### config.mk
export PLATFORM = sky130hd
export DESIGN_NAME = mem_access_ctrl_flat
export DESIGN_NICKNAME = d
export VERILOG_FILES = /design/src/rtl/mem_access_ctrl_if.sv /design/src/rtl/mem_access_ctrl.sv /design/src/flat_wrapper.sv
export SDC_FILE = /design/constraint.sdc
export NUM_CORES = 1
export LEC_CHECK = 0
export ABC_AREA = 1
export CAP_MARGIN = 5
export CORE_MARGIN = 1
export CORE_UTILIZATION = 45
export DETAILED_ROUTE_END_ITERATION = 16
export PLACE_DENSITY_LB_ADDON = 0.05
export SYNTH_ARGS = -nofsm -noshare
export SYNTH_HDL_FRONTEND = slang
export SYNTH_SLANG_ARGS = --single-unit
### constraint.sdc
create_clock -name clk -period 2.2 [get_ports clk]
set_input_delay 0.44 -clock clk [delete_from_list [all_inputs] [get_ports clk]]
set_output_delay 0.44 -clock clk [all_outputs]
set_load 0.1 [all_outputs]
### src/rtl/mem_access_ctrl_if.sv
// Data-memory bus between the MEM-stage access controller (master)
// and the memory (slave).
interface mem_access_ctrl_if;
  logic        dmem_read;
  logic        dmem_write;
  logic [15:0] dmem_address;
  logic [1:0]  dmem_wmask;
  logic [15:0] dmem_wdata;
  logic        dmem_resp;
  logic [15:0] dmem_rdata;

  modport master (
    output dmem_read,
    output dmem_write,
    output dmem_address,
    output dmem_wmask,
    output dmem_wdata,
    input  dmem_resp,
    input  dmem_rdata
  );

  modport slave (
    input  dmem_read,
    input  dmem_write,
    input  dmem_address,
    input  dmem_wmask,
    input  dmem_wdata,
    output dmem_resp,
    output dmem_rdata
  );
endinterface

### src/rtl/mem_access_ctrl.sv
// MEM-stage access controller: stalls the pipeline while a load/store
// (optionally through a memory pointer) completes on the data-memory bus.
module mem_access_ctrl (
  input  logic              clk,
  input  logic              rst_n,
  input  logic              mem_valid,
  input  logic              read,
  input  logic              write,
  input  logic              indirect,
  input  logic [1:0]        mem_byte_sig,
  input  logic [15:0]       address,
  input  logic [15:0]       wdata,
  mem_access_ctrl_if.master mem,
  output logic              stall,
  output logic              done,
  output logic [15:0]       rdata,
  output logic [15:0]       stall_count
);

  typedef enum logic [1:0] {IDLE, IND_FETCH, ACCESS, DONE} state_t;

  state_t      state;
  logic        rd_q;
  logic        wr_q;
  logic        ind_q;
  logic        byte_q;
  logic [15:0] addr_q;
  logic [15:0] wdata_q;
  logic [15:0] pointer;
  logic        capture;
  logic [15:0] target;

  always_comb begin
    capture = (state == IDLE) && mem_valid && (read || write);
    stall   = capture || (state == IND_FETCH) || (state == ACCESS);
  end

  // The pointer fetch always uses the captured address; only the second
  // step of an indirect access follows the fetched pointer.
  always_comb begin
    target           = (state == ACCESS && ind_q) ? pointer : addr_q;
    mem.dmem_address = {target[15:1], 1'b0};
    if (!mem.dmem_write)
      mem.dmem_wmask = 2'b00;
    else if (!byte_q)
      mem.dmem_wmask = 2'b11;
    else
      mem.dmem_wmask = target[0] ? 2'b10 : 2'b01;
    mem.dmem_wdata = byte_q ? {wdata_q[7:0], wdata_q[7:0]} : wdata_q;
  end

  always_ff @(posedge clk) begin
    if (!rst_n) begin
      state          <= IDLE;
      rd_q           <= 1'b0;
      wr_q           <= 1'b0;
      ind_q          <= 1'b0;
      byte_q         <= 1'b0;
      addr_q         <= 16'h0000;
      wdata_q        <= 16'h0000;
      pointer        <= 16'h0000;
      rdata          <= 16'h0000;
      stall_count    <= 16'h0000;
      done           <= 1'b0;
      mem.dmem_read  <= 1'b0;
      mem.dmem_write <= 1'b0;
    end else begin
      if (stall && stall_count != 16'hFFFF)
        stall_count <= stall_count + 16'd1;

      case (state)
        IDLE: begin
          if (capture) begin
            // Read wins over write; indirect accesses are always word-sized.
            rd_q           <= read;
            wr_q           <= write && !read;
            ind_q          <= indirect;
            byte_q         <= (mem_byte_sig == 2'b01) && !indirect;
            addr_q         <= address;
            wdata_q        <= wdata;
            mem.dmem_read  <= read || indirect;
            mem.dmem_write <= write && !read && !indirect;
            state          <= indirect ? IND_FETCH : ACCESS;
          end
        end

        IND_FETCH: begin
          if (mem.dmem_resp) begin
            pointer        <= mem.dmem_rdata;
            mem.dmem_read  <= rd_q;
            mem.dmem_write <= wr_q;
            state          <= ACCESS;
          end
        end

        ACCESS: begin
          if (mem.dmem_resp) begin
            if (rd_q) begin
              if (byte_q)
                rdata <= {8'h00, target[0] ? mem.dmem_rdata[15:8] : mem.dmem_rdata[7:0]};
              else
                rdata <= mem.dmem_rdata;
            end
            mem.dmem_read  <= 1'b0;
            mem.dmem_write <= 1'b0;
            done           <= 1'b1;
            state          <= DONE;
          end
        end

        DONE: begin
          done  <= 1'b0;
          state <= IDLE;
        end

        default: state <= IDLE;
      endcase
    end
  end

endmodule

### src/flat_wrapper.sv
// flat-port wrapper written by rule: the top's interface ports become plain ports
module mem_access_ctrl_flat 
  (clk, rst_n, mem_valid, read, write, indirect, mem_byte_sig, address, wdata, stall, done, rdata, stall_count, mem_dmem_read, mem_dmem_write, mem_dmem_address, mem_dmem_wmask, mem_dmem_wdata, mem_dmem_resp, mem_dmem_rdata);
  mem_access_ctrl_if mem_i ();
  input  logic clk;
  input  logic rst_n;
  input  logic mem_valid;
  input  logic read;
  input  logic write;
  input  logic indirect;
  input  logic [1:0] mem_byte_sig;
  input  logic [15:0] address;
  input  logic [15:0] wdata;
  output logic stall;
  output logic done;
  output logic [15:0] rdata;
  output logic [15:0] stall_count;
  output wire logic [$bits(mem_i.dmem_read)-1:0] mem_dmem_read;
  output wire logic [$bits(mem_i.dmem_write)-1:0] mem_dmem_write;
  output wire logic [$bits(mem_i.dmem_address)-1:0] mem_dmem_address;
  output wire logic [$bits(mem_i.dmem_wmask)-1:0] mem_dmem_wmask;
  output wire logic [$bits(mem_i.dmem_wdata)-1:0] mem_dmem_wdata;
  input wire logic [$bits(mem_i.dmem_resp)-1:0] mem_dmem_resp;
  input wire logic [$bits(mem_i.dmem_rdata)-1:0] mem_dmem_rdata;
  assign mem_dmem_read = mem_i.dmem_read;
  assign mem_dmem_write = mem_i.dmem_write;
  assign mem_dmem_address = mem_i.dmem_address;
  assign mem_dmem_wmask = mem_i.dmem_wmask;
  assign mem_dmem_wdata = mem_i.dmem_wdata;
  assign mem_i.dmem_resp = mem_dmem_resp;
  assign mem_i.dmem_rdata = mem_dmem_rdata;
  mem_access_ctrl u_core (.clk(clk), .rst_n(rst_n), .mem_valid(mem_valid), .read(read), .write(write), .indirect(indirect), .mem_byte_sig(mem_byte_sig), .address(address), .wdata(wdata), .mem(mem_i), .stall(stall), .done(done), .rdata(rdata), .stall_count(stall_count));
endmodule
==> metrics.log <==
INFO  metric post_synth_mux_area_share = 4.018%
INFO  metric area.growth.synth_to_final = 43.87%
INFO  metric cts_tree = built
INFO  metric regToRegSetupSlack = 0.31 ns
INFO  metric final-hold-violation-count = 0
INFO  metric port_buffers = approximately 130
INFO  metric fin_worst_skew = 0.01237 ns
INFO  metric yosys.area.top_type_share = 42.38%
INFO  metric post_synth_xor_area_fraction = 1.458%
INFO  metric post-dp-hpwl = 8235 microns
INFO  metric synthSimpleGateAreaFrac = 28.39%
INFO  metric tns = 0 ns
INFO  metric synthesis.instances = 579
INFO  metric cts-root-to-sink-buffers = 2
INFO  metric r2r.worst_path.cells = 7
INFO  metric instance_count_along_the_most_critical_hold_path = 3
INFO  metric cp_common_cell = sky130_fd_sc_hd__buf_12
INFO  metric grt_antenna_before_repair = 0
INFO  metric drive_above_1_share = 22.68%
INFO  metric critical_path.reg2reg.endpoint = u_core.stall_count[2]$_SDFFE_PN0P_
INFO  metric path_class = register to primary output
INFO  metric beginning_of_the_critical_path = u_core.state[0]$_SDFFE_PN0P_
INFO  metric min_delay_worst_endpoint = u_core.wdata_q[3]$_SDFFE_PN0P_
INFO  metric grt_remaining_overflow = 0
INFO  metric die_width = 98.66 microns
INFO  metric synth.top_cells.by_area = sky130_fd_sc_hd__dfxtp_1 (42%), sky130_fd_sc_hd__nor2_1 (11%), sky130_fd_sc_hd__nand2_1 (9.5%)
INFO  metric run_status = finished, final reports clean
INFO  metric power_density = 1222 mW/mm^2
INFO  metric startpoint_of_the_lowest_slack_hold_path = rst_n
INFO  metric count_of_yosys_warnings_during_synthesis = 0
INFO  metric maxClockFrequency = 0.4655 GHz
INFO  metric synth_compound_area_share = 13.48%
INFO  metric critPathMaxStageDelay = ~0.33 ns
INFO  metric wl_per_cell = 14.37 microns
INFO  metric cts.hold.buffers_added = 0
INFO  metric maximum_vdd_drop = 1.472 mV
INFO  metric drt_drc_violations_left = 0
INFO  metric worst_min_path_class = input port to register
INFO  metric cap_viol_max_count = 0
INFO  metric cp.required = approximately 1.8 ns
INFO  metric num_vias = 4160
INFO  metric critical_path.max_fanout = 7
INFO  metric postSynthRegisterBits = 89
INFO  metric tightest_slew = 0.5719 ns
INFO  metric routed_wire_length = roughly 12000 microns
INFO  metric synth_ff_type = sky130_fd_sc_hd__dfxtp_1
INFO  metric post_synth_num_cell_types = 34
INFO  metric synthesis.nets = 642
INFO  metric synthesis.area_per_instance = 7.261 sq um
INFO  metric cts_root_buffer = sky130_fd_sc_hd__clkbuf_8
INFO  metric async_set_or_reset_register_ratio_after_synthesis = 0%
INFO  metric crit_arrival = around 1.7 ns
INFO  metric timing_max_transition_violations_final = 0
INFO  metric drtIter0Drc = slightly above 200
INFO  metric insertion_delay = 0.36 ns
INFO  metric initial_core_util = 47.28%
INFO  metric cts.reportedPaths.clkPinSlew = 0.09 ns
INFO  metric timing.critical_path.cells = inv_2, ha_4, nand2_8, buf_12, mux2_4, buf_12
INFO  metric clkSinkCount = between 80 and 90
INFO  metric critical_path.startpoint_type = register
INFO  metric max-slew-margin-rel = 61.87%
INFO  metric power = 0.007390 W
INFO  metric grt_pass1_wl = 18910 microns
INFO  metric post_drt_via_cell_ratio = ~5.1
INFO  metric diodes = 0
INFO  metric setup.worst_path.end_class = primary output
INFO  metric regToRegStartpoint = u_core.stall_count[0]$_SDFFE_PN0P_
INFO  metric fraction_of_the_yosys_area_taken_by_sequential_cells = 42.38%
INFO  metric h_tree_depth_reported_by_cts = 3
INFO  metric ioPinCount = 127
INFO  metric floorplan_row_count = 34
INFO  metric netlist_area = roughly 0.0042 sq mm
INFO  metric synth_edf_count = 0
INFO  metric die_area = 0.009733 sq mm
INFO  metric via_count_of_the_first_global_routing_pass = approximately 3800
INFO  metric coreArea = 0.008891 sq mm
INFO  metric die_height = 98.66 microns
INFO  metric finalWorstPathRequiredPeriod = 2.148 ns
INFO  metric worst_path_cell_with_the_longest_stage_delay = sky130_fd_sc_hd__dfxtp_2
INFO  metric grt_start_max_net_pins = 37
INFO  metric cts-buffers-inserted = 9
INFO  metric detail_route.first_pass.iterations = 4
INFO  metric combinational_family_with_the_most_area_after_synthesis = simple AND/OR/NAND/NOR gates
INFO  metric layout_worst_path_cycle_share = between 90% and 100%
INFO  metric finalSetupViolations = 0
INFO  metric power.static_leakage = 2.585 nW
INFO  metric post_synth_fa_ha_maj_area_fraction = 1.786%
INFO  metric design.final.nets = 759
INFO  metric grt.total_usage = around 25%
INFO  metric route.antenna.remaining_nets = 0
INFO  metric cell_taking_the_most_area_after_synthesis = sky130_fd_sc_hd__dfxtp_1
INFO  metric place.gp.congestion = 0.9310
==> routing by layer <==
metal / global-route usage [%] / share of wire [%] / up-vias
met5: 0 / 0 / -
met4: 6.659 / 1.2 / 0
met3: 5.248 / 6.9 / 12
met2: 40.63 / 47 / 136
met1: 32.50 / 45 / 1916
li1: - / - / 2096
==> critical path: cells and delay by family, from the launching register on <==
family / cells / cell delay, ns
fa+ha+maj: 1 / 0.18
simple gates: 1 / 0.08
flops: 1 / 0.33
buf+inv: 3 / 0.43
mux: 1 / 0.32
==> synthesized netlist by cell type, drive strengths merged, types with 2 or more instances <==
master / count
a211oi: 3
a21oi: 32
buf: 23
clkbuf: 13
clkinv: 3
dfxtp: 89
ha: 6
inv: 36
mux2: 15
nand2: 116
nand3: 36
nand4: 7
nor2: 124
nor3: 2
o21a: 8
o21ai: 56
xnor2: 3
xor2: 4
==> final cells by class <==
class | instances | area (sq um)
Clock inverter | 7 | 106.4
Tap cell | 108 | 135.1
Inverter | 39 | 151.4
Fill cell | 766 | 2843
Multi-Input combinational cell | 415 | 2172
Clock buffer | 9 | 123.9
Timing Repair Buffer | 142 | 1572
Sequential cell | 89 | 1788
==> logic make-up after synthesis <==
| logic type | after synthesis |
|---|---|
| AND/OR/NAND/NOR | 286 |
| flip-flops | 89 |
| multiplexers | 15 |
| buffers and inverters | 75 |
| XOR/XNOR | 7 |
| AO/OA/AOI/OAI | 100 |
| adder cells (fa/ha/maj) | 6 |
| other | 1 |
==> through the flow <==
step | setup slack (ns) | area, sq um | hold WS, ns | instances | utilization [%]
final | 0.05190 | 6048 | 0.4389 | 809 | 68.03
after floorplan | 0.02033 | 4223 | 0.4300 | 579 | -
after CTS | -0.002524 | 5995 | 0.4214 | 808 | 67.42
after detailed placement | 0.2550 | 5678 | 0.4571 | 789 | 63.86
after global routing | -0.003265 | 6048 | 0.4273 | 809 | 68.03
after global placement | 0.2914 | 5678 | 0.4605 | 789 | 63.86
==> sequential cells by signal (all words and copies together), names as in the netlist, 2 cells and up <==
| signal | flops |
|---|---|
| u_core.state | 2 |
| u_core.rdata | 16 |
| u_core.wdata_q | 16 |
| u_core.addr_q | 16 |
| u_core.stall_count | 16 |
| u_core.pointer | 16 |
==> placed cells by master, fill, tap and decap left out, types with 3 or more instances in the layout <==
master                              n
sky130_fd_sc_hd__a211oi_1           3
sky130_fd_sc_hd__a21oi_1           22
sky130_fd_sc_hd__a21oi_2            9
sky130_fd_sc_hd__buf_12            28
sky130_fd_sc_hd__buf_4             57
sky130_fd_sc_hd__clkbuf_8           9
sky130_fd_sc_hd__clkdlybuf4s50_1   55
sky130_fd_sc_hd__dfxtp_1           84
sky130_fd_sc_hd__dfxtp_2            5
sky130_fd_sc_hd__ha_1               5
sky130_fd_sc_hd__inv_1             32
sky130_fd_sc_hd__inv_2              4
sky130_fd_sc_hd__inv_6              4
sky130_fd_sc_hd__mux2_4            15
sky130_fd_sc_hd__nand2_1          106
sky130_fd_sc_hd__nand2_2            8
sky130_fd_sc_hd__nand3_1           34
sky130_fd_sc_hd__nand4_1            7
sky130_fd_sc_hd__nor2_1           119
sky130_fd_sc_hd__nor2_2             4
sky130_fd_sc_hd__o21a_1             8
sky130_fd_sc_hd__o21ai_0           53
sky130_fd_sc_hd__xnor2_1            3
sky130_fd_sc_hd__xor2_1             4
==> what timing repair did <==
action,in CTS,in global routing
cloned,1,0
setup endpoints to repair,15,18
pin swaps,1,1
buffers inserted,2,1
gates resized for setup,15,11
==> report_power, final <==
group          internal [W]  total [W]  switching (W)  leakage, nW
registers           0.00189    0.00209       0.000204        0.728
logic               0.00130    0.00399        0.00269         1.74
clock network      0.000665    0.00131       0.000644        0.117
total               0.00385    0.00739        0.00354         2.58
==> how the worst max path moves through the flow <==
stage                                      end  cells after the start  slack [ns]
after floorplan              mem_dmem_wmask[0]                      2        0.02
after global placement                   stall                      6        0.29
after detailed placement  mem_dmem_address[14]                      6        0.26
after CTS                  mem_dmem_address[8]                      6      -0.003
after global routing      mem_dmem_address[14]                      6      -0.003
final                     mem_dmem_address[14]                      6        0.05
(Power assumes the default switching activity.)
==> variant 1 (same flow settings) <==
Put one more register stage on the output `stall_count`, without a reset. The value now appears one clock later. The other outputs are not delayed to match.
--- a/src/rtl/mem_access_ctrl.sv
+++ b/src/rtl/mem_access_ctrl.sv
@@ -19,4 +19,6 @@
 
   typedef enum logic [1:0] {IDLE, IND_FETCH, ACCESS, DONE} state_t;
+
+  logic [15:0] stall_count_s0;
 
   state_t      state;
@@ -61,11 +63,11 @@
       pointer        <= 16'h0000;
       rdata          <= 16'h0000;
-      stall_count    <= 16'h0000;
+      stall_count_s0 <= 16'h0000;
       done           <= 1'b0;
       mem.dmem_read  <= 1'b0;
       mem.dmem_write <= 1'b0;
     end else begin
-      if (stall && stall_count != 16'hFFFF)
-        stall_count <= stall_count + 16'd1;
+      if (stall && stall_count_s0 != 16'hFFFF)
+        stall_count_s0 <= stall_count_s0 + 16'd1;
 
       case (state)
@@ -119,4 +121,8 @@
   end
 
+  always_ff @(posedge clk) begin
+    stall_count <= stall_count_s0;
+  end
+
 endmodule
 
Check against the original RTL: not equivalent (a bounded check fails within 4 cycles, from zero or initial values and one cycle with rst_n low).
==> variant 1 against the original RTL <==
Power increased by 5.7%. Design area increased by 4.5%. Via count increased by 1.9%. Routed wire length decreased by 2.2%. Sequential share of layout area increased by 3.8 points. Sequential cell count increased by 16. Fmax increased by 1.1%. Synthesized area increased by 6.5%. Setup slack improved by 0.024 ns. Critical endpoint is now mem_dmem_address[5]. Largest cell class is now flip-flops and latches.
==> variant 1: results (changes against the original RTL) <==
* Slew of the pin with the lowest slew margin at 0.559 ns (-0.0126 ns)
* Worst-skew pair later-pin latency at 0.37 ns
* Vias at 4241 (+1.9%)
* DR iter-0 viols at 179 (-12%)
* Wire per inst at 13.4 um (-6.9%)
* CTS buffer count at 9 (unchanged)
* Initial antenna violation count at 0 (unchanged)
* CP max FO at 8 (+1)
* Clock transition at path regs at 0.10 ns
* Layout cells sized above 1 at 19.8% (-2.9 points)
* Diode count at 0 (unchanged)
* Ys async rst share at 0% (unchanged)
* IO buf count at 125 (unchanged)
* Tightest Hold Check Type: reg2reg
* Max stage delay on crit path at 0.36 ns (+0.03 ns)
* Status: completed
* Synth cell count leaders: nor2_1, nand2_1, dfxtp_1
* Reg2Reg Depth at 7 (unchanged)
* Area contributors post-synth: dfxtp_1, nor2_1, nand2_1, o21ai_0, nand3_1
* Setup Slack @ Placement at 0.122 ns (-0.133 ns)
* GPL Wtd Cong at 0.874 (-6.1%)
* Total track usage at 22.7% (-1.8 points)
* Worst clock skew at 0.0137 ns (+0.00128 ns)
* Nets at 775 (+2.1%)
* Top FF cell, synth: dfxtp_1
* Worst EP arrival at 1.68 ns (-0.03 ns)
* Post-DP HPWL at 8120 um (-1.4%)
* First-pass GRT wire length at 18300 um (-3.4%)
* Seq/Total Area, Yosys at 46.9% (+4.5 points)
* Vias in the first global route at 3839 (-0.23%)
* Total grt overflow at 0 (unchanged)
* VDD IR-drop max at 0.00119 V (-19%)
* Synth unique cells at 33 (-2.9%)
* Syn nets at 659 (+2.6%)
* Slowest CP cell: dfxtp_2
* Comb power at 4030 uW (+1%)
* Internal power at 4190 uW (+8.7%)
* CTS Buffer Depth at 2 (unchanged)
* Yosys warnings at 0 (unchanged)
* Pin count of the biggest net entering global routing at 36 (-2.7%)
* Hold Path Cell Cnt at 0 (-3)
* Fill count at 868 (+13%)
* CTS root buf: clkbuf_8
* Leakage power total at 0.00266 uW (+2.7%)
* H-tree depth at 3 (unchanged)
* First-pass iteration count of the detailed router at 4 (unchanged)
* Placed instance area at 5990 um2 (+5.5%)
* P_clk at 1380 uW (+5%)
variant 1: through the flow:
stage | instances | total power [uW]
after global placement | 831 | 6310
after CTS | 850 | 7820
after global routing | 850 | 8210
after detailed placement | 831 | 6360
final | 850 | 7810
after floorplan | 596 | 5180
variant 1: layout make-up:
type	count	area, um2	area share (%)
clock buffers	10	138	2.18
clock inverters	6	97.6	1.54
inverters	38	146	2.32
multi-input cells	417	2100	33.3
flip-flops and latches	105	2110	33.3
well taps	133	166	2.63
repair buffers	141	1560	24.7
variant 1: logic make-up after synthesis:
group | share of synthesized area [%]
XOR/XNOR | 1.37
flip-flops | 46.9
multiplexers | 3.77
AO/OA/AOI/OAI | 12.2
other | 0.0837
buffers and inverters | 7.57
AND/OR/NAND/NOR | 26.4
adder cells (fa/ha/maj) | 1.68
variant 1: routing by layer:
layer | part of all wire [%] | vias to the layer above | track usage, %
li1 | - | 2143 | -
met1 | 45 | 1945 | 30.1
met2 | 46 | 143 | 37.3
met3 | 7.6 | 10 | 4.97
met4 | 0.91 | 0 | 6.35
met5 | 0 | - | 0
variant 1: worst paths after layout:
kind                                           startpoint                       end  slack, ns
worst max-delay path                      u_core.state[0]       mem_dmem_address[5]       0.08
worst min-delay path            u_core.stall_count_s0[15]    u_core.stall_count[15]       0.40
worst max register to register   u_core.stall_count_s0[0]  u_core.stall_count_s0[7]       0.25
worst min register to register  u_core.stall_count_s0[15]    u_core.stall_count[15]       0.40
variant 1: repair_timing:
action,in CTS,in global routing
endpoints found under the setup margin,18,5
pin swaps,2,1
setup buffers,2,0
hold endpoints to repair,0,0
cloned,1,0
gates resized for setup,13,4
variant 1: worst max-delay path, delay by kind of cell, from the launching register on:
kind,cells,cell delay (ns)
flops,1,0.36
buf+inv,3,0.34
simple gates,1,0.08
mux,1,0.36
fa+ha+maj,1,0.17
==> variant 2 (config.mk and constraints unchanged) <==
Without the edit above. Encoding of `state_t`: now Gray code (2 bits for 4 states).
--- a/src/rtl/mem_access_ctrl.sv
+++ b/src/rtl/mem_access_ctrl.sv
@@ -18,5 +18,5 @@
 );
 
-  typedef enum logic [1:0] {IDLE, IND_FETCH, ACCESS, DONE} state_t;
+  typedef enum logic [1:0] {IDLE = 2'b00, IND_FETCH = 2'b01, ACCESS = 2'b11, DONE = 2'b10} state_t;
 
   state_t      state;
Check against the original RTL: same outputs for any inputs over 4 cycles, from zero or initial values and one cycle with rst_n low; so few cycles prove little.
==> variant 2 against the original RTL <==
Sequential share of layout area grew 1.6 points. Sequential cell count stayed put. Global-route usage fell by 0.55 points. Worst hold slack better by 0.0092 ns. Register-to-register slack gained 0.12 ns. Routed wire length down 6.4%. Synthesized area is 3.2% lower. Design area fell by 5.1%. Non-clock buffer count is 5 lower. Core utilization shrank 2.2 points. Setup slack better by 0.045 ns. Critical path type unchanged. Largest cell class unchanged.
Power is not compared: it rests on default switching activity, and its combinational part moved more than twofold at a synthesized area within 25%.
==> variant 2: results (changes against the original RTL) <==
* Layout cells sized above 1 at 16.7% (-6.0 points)
* Wire per inst at 13.4 um (-6.6%)
* Post-DP HPWL at 8150 um (-1.1%)
* CTS Buffer Depth at 2 (unchanged)
* Area contributors post-synth: dfxtp_1, nand2_1, a21oi_1, o21ai_0, inv_1
* Dpl cells at 794 (+0.63%)
* Hold Startpoint: u_core.pointer[8]
* CTS buffer count at 9 (unchanged)
* Synth cell count leaders: nand2_1, dfxtp_1, a21oi_1
* Seq/Total Area, Yosys at 43.8% (+1.4 points)
* GPL Wtd Cong at 0.918 (-1.5%)
* Pin count of the biggest net entering global routing at 51 (+38%)
* Synth unique cells at 26 (-24%)
* Syn_area_per_cell at 6.92 um2 (-4.7%)
* Nets at 756 (-0.40%)
* R2R setup slack at 0.43 ns (+0.12 ns)
* Yosys warnings at 0 (unchanged)
* Area leader, netlist: dfxtp_1
* First-pass GRT wire length at 18500 um (-2.3%)
* Reg2Reg Depth at 7 (unchanged)
* Tightest Hold Check Type: reg2reg
* Worst-skew pair later-pin latency at 0.35 ns
* Setup Slack @ Placement at 0.0561 ns (-0.199 ns)
* Syn nets at 646 (+0.62%)
* Diode count at 0 (unchanged)
* VDD IR-drop max at 0.000379 V
* CP max FO at 30 (+23)
* WHS Endpoint: u_core.pointer[8]
* Final setup margin at 0.0967 ns (+0.0448 ns)
* Hold_ws at 0.448 ns (+0.00925 ns)
* Worst clock skew at 0.0113 ns (-0.00109 ns)
* CTS root buf: clkbuf_8
* Status: completed
* DR iter-0 viols at 196 (-3.9%)
* Slew of the pin with the lowest slew margin at 0.555 ns (-0.0167 ns)
* Worst R2R Start: u_core.stall_count[0]
* Vias at 4076 (-2.0%)
* IO buf count at 125 (unchanged)
* Leakage power total at 0.00233 uW
* DRT antenna net count at 0 (unchanged)
* Hold Path Cell Cnt at 2 (-1)
* CP Launch Point: u_core.state[1]
* Ys async rst share at 0% (unchanged)
* Vias in the first global route at 3954 (+2.8%)
* Drt total wl at 10900 um (-6.4%)
* Total track usage at 24.0% (-0.55 points)
* Worst EP arrival at 1.66 ns (-0.05 ns)
* Reg2reg end: u_core.stall_count[4]
* Total grt overflow at 0 (unchanged)
* Placed instance area at 5520 um2 (-2.7%)
* Critical path destination: mem_dmem_address[15]
* H-tree depth at 3 (unchanged)
* First-pass iteration count of the detailed router at 4 (unchanged)
variant 2: cell count changes after synthesis, moves of 8 or more:
cell,delta
nor2_1,-73
a21oi_1,+51
inv_1,+39
nand2_1,+20
mux2_2,-15
o21ai_0,+15
a21oi_2,-9
clkbuf_1,+8
o21a_1,-8
variant 2: per-layer routing:
metal / GRT usage, % / part of all wire, % / vias to the layer above
met5: 0 / 0 / -
met4: 8.84 / 1.7 / 0
met3: 4.68 / 5.8 / 15
met2: 40.1 / 48 / 126
met1: 30.7 / 45 / 1838
li1: - / - / 2097
variant 2: cell type report:
class / instances / area (um2)
Timing Repair Buffer: 137 / 1510
Clock buffer: 10 / 138
Clock inverter: 5 / 56.3
Multi-Input combinational cell: 383 / 1820
Fill cell: 754 / 2980
Tap cell: 108 / 135
Inverter: 78 / 293
Sequential cell: 89 / 1790
variant 2: cells by family after synthesis:
kind of cell | after synthesis | share of synthesized area (%)
and+or+nand+nor | 227 | 24.0
AOI/OAI and AO/OA | 148 | 18.4
buffers and inverters | 116 | 12.2
DFF | 89 | 43.8
xor gates and xnor gates | 6 | 1.29
adders and majority gates | 1 | 0.307
other | 1 | 0.0922
variant 2: repair_timing:
item | 4_1_cts | 5_1_grt
pin swaps | 1 | 0
hold buffers | 0 | 0
resized for setup | 1 | 3
endpoints found under the setup margin | 10 | 29
setup buffers | 1 | 0
variant 2: critical path, cell delays in order, from the launching register on:
cell	delay, ns
dfxtp_2	0.38
nand2_2	0.08
nor2_4	0.15
buf_6	0.24
nand2_1	0.10
o21ai_1	0.16
buf_12	0.21
variant 2: power by group:
part / internal (uW) / switching [uW]
clock network: 548 / 575
logic: 425 / 873
registers: 1710 / 52.0
